==> src/rtl/forwarding_control_unit.sv <==
// Forwarding/hazard control: shadows EX/MEM/WB destination info, drives ALU operand forward selects, load-use stall and EX bubble.
// Latency: outputs are combinational from registered slot state and current ID fields; slots advance every rising edge.
// Backpressure: Stall holds PC and IF/ID for one cycle on a load-use hazard; Bubble (Stall | Flush) loads a NOP into EX. Optional STALL_COUNTER_EN adds StallCount.
module forwarding_control_unit #(
  parameter int RegBits = 5
) (
  input  logic               clk,
  input  logic               reset,
  input  logic [RegBits-1:0] ID_Rs,
  input  logic [RegBits-1:0] ID_Rt,
  input  logic               ID_UsesRs,
  input  logic               ID_UsesRt,
  input  logic               ID_RegWrite,
  input  logic               ID_MemRead,
  input  logic [RegBits-1:0] ID_WriteReg,
  input  logic               Flush,
  output logic [1:0]         ForwardA,
  output logic [1:0]         ForwardB,
  output logic               Stall,
  output logic               Bubble
`ifdef STALL_COUNTER_EN
  ,
  output logic [31:0]        StallCount
`endif
);

  typedef struct packed {
    logic [RegBits-1:0] rs;
    logic [RegBits-1:0] rt;
    logic               uses_rs;
    logic               uses_rt;
    logic               reg_write;
    logic               mem_read;
    logic [RegBits-1:0] wreg;
  } ex_slot_t;

  typedef struct packed {
    logic               reg_write;
    logic               mem_read;
    logic [RegBits-1:0] wreg;
  } mem_slot_t;

  typedef struct packed {
    logic               reg_write;
    logic [RegBits-1:0] wreg;
  } wb_slot_t;

  ex_slot_t  ex_q,  ex_d;
  mem_slot_t mem_q, mem_d;
  wb_slot_t  wb_q,  wb_d;

  logic       stall;
  logic       bubble;
  logic [1:0] fwd_a;
  logic [1:0] fwd_b;

  // Select source for one EX operand. A load sitting in MEM has no data yet,
  // so it is never a MEM-stage source; the load-use stall keeps that case from
  // arising, and the guard lets the older WB match be used instead.
  function automatic logic [1:0] fwd_sel(
    input logic               uses,
    input logic [RegBits-1:0] src,
    input mem_slot_t          mem,
    input wb_slot_t           wb
  );
    logic mem_hit;
    logic wb_hit;
    mem_hit = uses && mem.reg_write && !mem.mem_read &&
              (mem.wreg != '0) && (mem.wreg == src);
    wb_hit  = uses && wb.reg_write && (wb.wreg != '0) && (wb.wreg == src);
    if (mem_hit)     return 2'd1;
    else if (wb_hit) return 2'd2;
    else             return 2'd0;
  endfunction

  // Hazard detection and forwarding selects for the current cycle.
  always_comb begin
    stall  = ex_q.mem_read && ex_q.reg_write && (ex_q.wreg != '0) &&
             ((ID_UsesRs && (ID_Rs == ex_q.wreg)) ||
              (ID_UsesRt && (ID_Rt == ex_q.wreg)));
    bubble = stall || Flush;
    fwd_a  = fwd_sel(ex_q.uses_rs, ex_q.rs, mem_q, wb_q);
    fwd_b  = fwd_sel(ex_q.uses_rt, ex_q.rt, mem_q, wb_q);
  end

  assign Stall    = stall;
  assign Bubble   = bubble;
  assign ForwardA = fwd_a;
  assign ForwardB = fwd_b;

  // Next state of the shadow pipeline: shift down, EX takes ID or a NOP.
  always_comb begin
    ex_d = '0;
    if (!bubble) begin
      ex_d.rs        = ID_Rs;
      ex_d.rt        = ID_Rt;
      ex_d.uses_rs   = ID_UsesRs;
      ex_d.uses_rt   = ID_UsesRt;
      ex_d.reg_write = ID_RegWrite;
      ex_d.mem_read  = ID_MemRead;
      ex_d.wreg      = ID_WriteReg;
    end
    mem_d.reg_write = ex_q.reg_write;
    mem_d.mem_read  = ex_q.mem_read;
    mem_d.wreg      = ex_q.wreg;
    wb_d.reg_write  = mem_q.reg_write;
    wb_d.wreg       = mem_q.wreg;
  end

  // Slot registers; reset empties every slot to a NOP.
  always_ff @(posedge clk or negedge reset) begin
    if (!reset) begin
      ex_q  <= '0;
      mem_q <= '0;
      wb_q  <= '0;
    end else begin
      ex_q  <= ex_d;
      mem_q <= mem_d;
      wb_q  <= wb_d;
    end
  end

`ifdef STALL_COUNTER_EN
  logic [31:0] stall_count_q, stall_count_d;

  // Free-running count of stalled cycles; wraps naturally at 2^32.
  always_comb begin
    stall_count_d = stall_count_q + {31'd0, stall};
  end

  // Stall counter register.
  always_ff @(posedge clk or negedge reset) begin
    if (!reset) stall_count_q <= '0;
    else        stall_count_q <= stall_count_d;
  end

  assign StallCount = stall_count_q;
`endif

endmodule

==> config.mk <==
export PLATFORM = sky130hd
export DESIGN_NAME = forwarding_control_unit
export DESIGN_NICKNAME = d
export VERILOG_FILES = /design/src/rtl/forwarding_control_unit.sv
export SDC_FILE = /design/constraint.sdc
export NUM_CORES = 1
export LEC_CHECK = 0
export CAP_MARGIN = 25
export CORE_UTILIZATION = 51
export CTS_CLUSTER_SIZE = 10
export DETAILED_ROUTE_END_ITERATION = 6
export PLACE_DENSITY = 0.86
export REMOVE_ABC_BUFFERS = 1
export SLEW_MARGIN = 20
export SYNTH_ARGS = -nofsm -noshare
export SYNTH_HDL_FRONTEND = slang
export SYNTH_SLANG_ARGS = --single-unit
==> constraint.sdc <==
create_clock -name clk -period 2.36 [get_ports clk]
set_input_delay 0.472 -clock clk [delete_from_list [all_inputs] [get_ports clk]]
set_output_delay 0.472 -clock clk [all_outputs]
set_load 0.1 [all_outputs]
== Yosys cells after proc, flatten, opt, wreduce, memory -nomap -nowiden ==
Cells that the tools add are included.

* Logic and storage cells: 48
* Input port bits: 22
* Bits in registers: 32
* Output and inout bits: 6

* Reductions and logical operators: 25
* Equal/unequal tests: 6
* Muxes and demuxes: 5

{| class="wikitable"
|+ Operator list
! kind !! count
|-
| $eq A5 B5 Y1 || 6
|-
| $logic_and A1 B1 Y1 || 19
|-
| $mux W19 || 1
|-
| $reduce_bool A5 Y1 || 3
|-
| $mux W2 || 4
|-
| $logic_or A1 B1 Y1 || 2
|-
| $logic_not A1 Y1 || 1
|}

== Logic depth before layout (Yosys ltp) ==
* Depth in word-level cells: 6
* Mapped depth: 5

== Worst setup path after synthesis ==
OpenSTA, ideal clock, no wires.

* Kind: reg2out
* From: reg mem_q[1] (netlist name)
* To: out ForwardB[1]
* Stages on the path, launching flop included: 5
* Arrival: 4.242 ns
* Setup slack: -2.354 ns
* Path buffers: 0
* Cells stage by stage: dfrtp_1 -> xnor2_1 -> nand4_1 -> nor3_1 -> nor3_1

* Word-level cells in the longest chain between the ends: 4

{| class="wikitable"
|+ RTL lines
! item !! RTL line !! text
|-
| start: declaration || 49 || <nowiki>mem_slot_t mem_q, mem_d;</nowiki>
|-
| start signal: assignment || 118 || <nowiki>mem_q <= mem_d;</nowiki>
|-
| $reduce_bool A5 Y1 || 69 || <nowiki>(mem.wreg != '0) && (mem.wreg == src);</nowiki>
|-
| $logic_and A1 B1 Y1 || 68 || <nowiki>mem_hit = uses && mem.reg_write && !mem.mem_read &&</nowiki>
|-
| $logic_and A1 B1 Y1 (*) || 69 ||
|-
| $mux W2 (*) || 71 || <nowiki>if (mem_hit) return 2'd1;</nowiki>
|-
| end: declaration || 18 || <nowiki>output logic [1:0] ForwardB,</nowiki>
|}

Every way passes the cells marked *; elsewhere a longest branch is shown, timed or not.

== Final worst setup path ==
* From: reg mem_q[2] (netlist name)
* To: out ForwardB[1]

The elaborated chain is that of the path after synthesis.

==> impl_metrics.py <==
metrics = {
    "status": {
        "status": "complete, but fails checks",
        "violations": "setup timing",
    },
    "global_routing": {
        "grt_pass1_vias": 1123,
        "grt_max_degree": 33,
        "antenna_found_initial": 0,
        "grt_use_total": 0.221,
        "grt_pass1_wl_um": 5160,
        "grt_overflow": 0,
    },
    "synthesis": {
        "synth_warnings": 0,
        "synth_compound_area_frac": 0.0978,
        "synthMuxAreaShare": 0,
        "syn_inst": 132,
        "synth_top_area_cell": "dfrtp_1",
        "syn_area_sq_um": 1480,
        "yosysUniqueCellTypes": 22,
        "avgSynthCellArea_sq_um": 11.2,
        "ys_seq_area_frac": 0.540,
        "yosys.area_share.simple": 0.159,
        "yosys.area.top_type_share": 0.540,
        "synthAdderAreaFrac": 0,
        "synth_top_family_by_area": "XOR/XNOR gates",
        "ys_ff_latch": 32,
        "yosys-top-cells-area": "dfrtp_1 54%, xnor2_1 13%, nand2b_1 8.0%",
        "synth-xor-area-share": 0.177,
    },
    "sta": {
        "setup_viol": 2,
        "period_minus_slack_ns": 2.45,
        "drv_slew": 0,
        "worst_slack_ns": -0.0908,
        "worst_pin_slew_ns": 0.379,
        "post-route-period-util": 1.04,
        "fin_hold_ws_ns": 0.382,
        "hold_viol": 0,
        "clock_skew_ns": 0.00371,
        "rsz0062_at_grt": "true",
        "max_freq_ghz": 0.408,
        "slew_headroom": 0.747,
    },
    "power_and_ir_drop": {
        "netSwitchingFraction": 0.254,
        "peakVddDrop_mv": 0.585,
        "p_seq_frac": 0.546,
        "power_density_nw_per_um2": 546,
        "p_int_mw": 0.824,
        "p_switching_mw": 0.281,
        "combPwrFrac": 0.175,
        "power_mw": 1.11,
        "p_leak_nw": 0.875,
        "pwr-share-clk": 0.279,
    },
    "min_path": {
        "min_from": "mem_q[6]",
        "min_path_type": "reg -> reg",
        "min_to": "wb_q[5]",
        "holdPathStages": 0,
    },
    "route": {
        "dr.first_iter.drc_count": 32,
        "antenna_left": 0,
        "via_per_inst": 5.62,
        "drc": 0,
        "vias": 1129,
        "first_pass_iters": 5,
        "drt-total-wl_um": 3110,
        "wl_per_cell_um": 15.5,
    },
    "clocking": {
        "path_clk_slew_ns": 0.09,
        "cts_made_buffers": 5,
        "clk_latency_ns": 0.32,
        "cts_tree": "yes",
        "htreeDepth": 2,
        "cts-hold-fix-buffers": 0,
        "root_buffer": "clkbuf_4",
        "cts_max_path_buffers": 2,
        "clock-sinks": 32,
    },
    "floorplanning": {
        "core_area_sq_um": 2760,
        "io_pins": 28,
        "row_count": 19,
        "start_util": 0.538,
        "die_area_sq_um": 3130,
        "die_x_um": 55.9,
        "die_y_um": 55.9,
    },
    "worst_setup_path": {
        "cpPeakStageDelay_ns": 0.55,
        "r2r_end": "ex_q[14]",
        "reg2reg_depth": 4,
        "cp-end-kind": "output port",
        "worstSetupStartpointType": "flip-flop",
        "worstPathRequired_ns": 1.89,
        "critical_path_arrival_ns": 1.98,
        "path_cells": "or4_4, o21ai_4, nor3_4, nor3_4, buf_12",
        "cp_max_fo": 2,
        "crit_type": "reg -> out",
        "cp_common_cell": "nor3_4",
        "cpMaxStageDelayCell": "or4_4",
        "r2r-start": "ex_q[4]",
        "r2r_slack_ns": 0.75,
    },
    "layout": {
        "diodes": 0,
        "fin_area_sq_um": 2030,
        "layout-drive-gt1-share": 0.200,
        "fin_nets": 191,
        "syn2layout_area_growth_pct": 36.6,
        "fill_cells": 180,
        "final_common_cell": "dfrtp_1",
        "final_cell_mix": "32 x dfrtp_1, 21 x xnor2_1, 21 x clkdlybuf4s50_1",
    },
    "place": {
        "io_buffers": 27,
        "hpwl_um": 2150,
        "place_congestion": 0.914,
        "dp_slack_ns": -0.0208,
        "place_area_sq_um": 1850,
    },
    "flow_run": {
        "maxCapViolations": 0,
    },
}
[stage by stage]
stage                     instances  setup TNS (ns)  utilization
after detailed placement        189         -0.0208        0.671
after global placement          189               0        0.671
after CTS                       201          -0.177        0.722
after global routing            201          -0.337        0.735
after floorplan                 126           -7.07            -
final                           201          -0.111        0.735
[synth_stat cells]
cell type and instances:
o21ai_0 1, a21o_2 1, dfrtp_1 32, a21oi_1 19
or4_1 2, and2_1 1, o311a_4 1, nor2b_1 1
nor3_1 4, nand4_1 4, xnor2_1 22, buf_6 2
xor2_1 8, nor4_1 2, nand3_1 2, nand2b_1 19
o21ai_2 1, clkbuf_1 2, nand2_1 4, buf_2 2
o22ai_1 1, or3_1 1
[critical path, delay by kind of cell, from the launching register on]
kind	cells	cell delay, ns
AOI/OAI and AO/OA	1	0.21
buffers and inverters	1	0.20
and+or+nand+nor	3	0.86
DFF	1	0.39
[area by class of cell]
class	instances	area, sq um	share of cell area
sequential	32	801	0.395
multi-input combinational	94	731	0.360
timing repair buffer	36	398	0.196
clock buffer	8	58.8	0.0290
tap	31	38.8	0.0191
[registers in the layout, summed over array words and instances (netlist names)]
name	cells
mem_q	7
ex_q	19
wb_q	6
[kinds of logic after synthesis]
| kind of cell | Yosys count |
|---|---|
| and+or+nand+nor | 40 |
| DFF | 32 |
| xor gates and xnor gates | 30 |
| AOI/OAI and AO/OA | 24 |
| buffers and inverters | 6 |
[power by group through the flow]
stage                     clock network [mW]  registers (mW)  logic [mW]
final                                  0.309           0.604       0.193
after global routing                   0.357           0.607       0.207
after detailed placement                   0           0.615       0.168
after floorplan                            0           0.609      0.0879
after global placement                     0           0.613       0.162
after CTS                              0.318           0.602       0.186
[worst max-delay path by stage]
stage | from | endpoint | slack [ns]
6_report | mem_q[2] | ForwardB[1] | -0.09
5_1_grt | mem_q[2] | ForwardB[1] | -0.18
4_1_cts | mem_q[3] | ForwardB[1] | -0.09
3_5_place_dp | ID_Rs[0] | Stall | -0.02
3_3_place_gp | ID_Rs[0] | Stall | 0.02
2_1_floorplan | mem_q[1] | ForwardB[1] | -2.35
[routing by layer]
metal	GRT usage	wire, um	part of all wire
met1	0.254	1170	0.38
met2	0.382	1670	0.54
met3	0.0674	172	0.055
met4	0.0941	91	0.029
met5	0	0	0
[timing repair]
action,4_1_cts,5_1_grt
gates resized for setup,9,8
buffers inserted,4,0
cloned,0,0
pin swaps,5,5
setup endpoints to repair,4,4
Note: power is estimated with default switching activity, not from simulation.
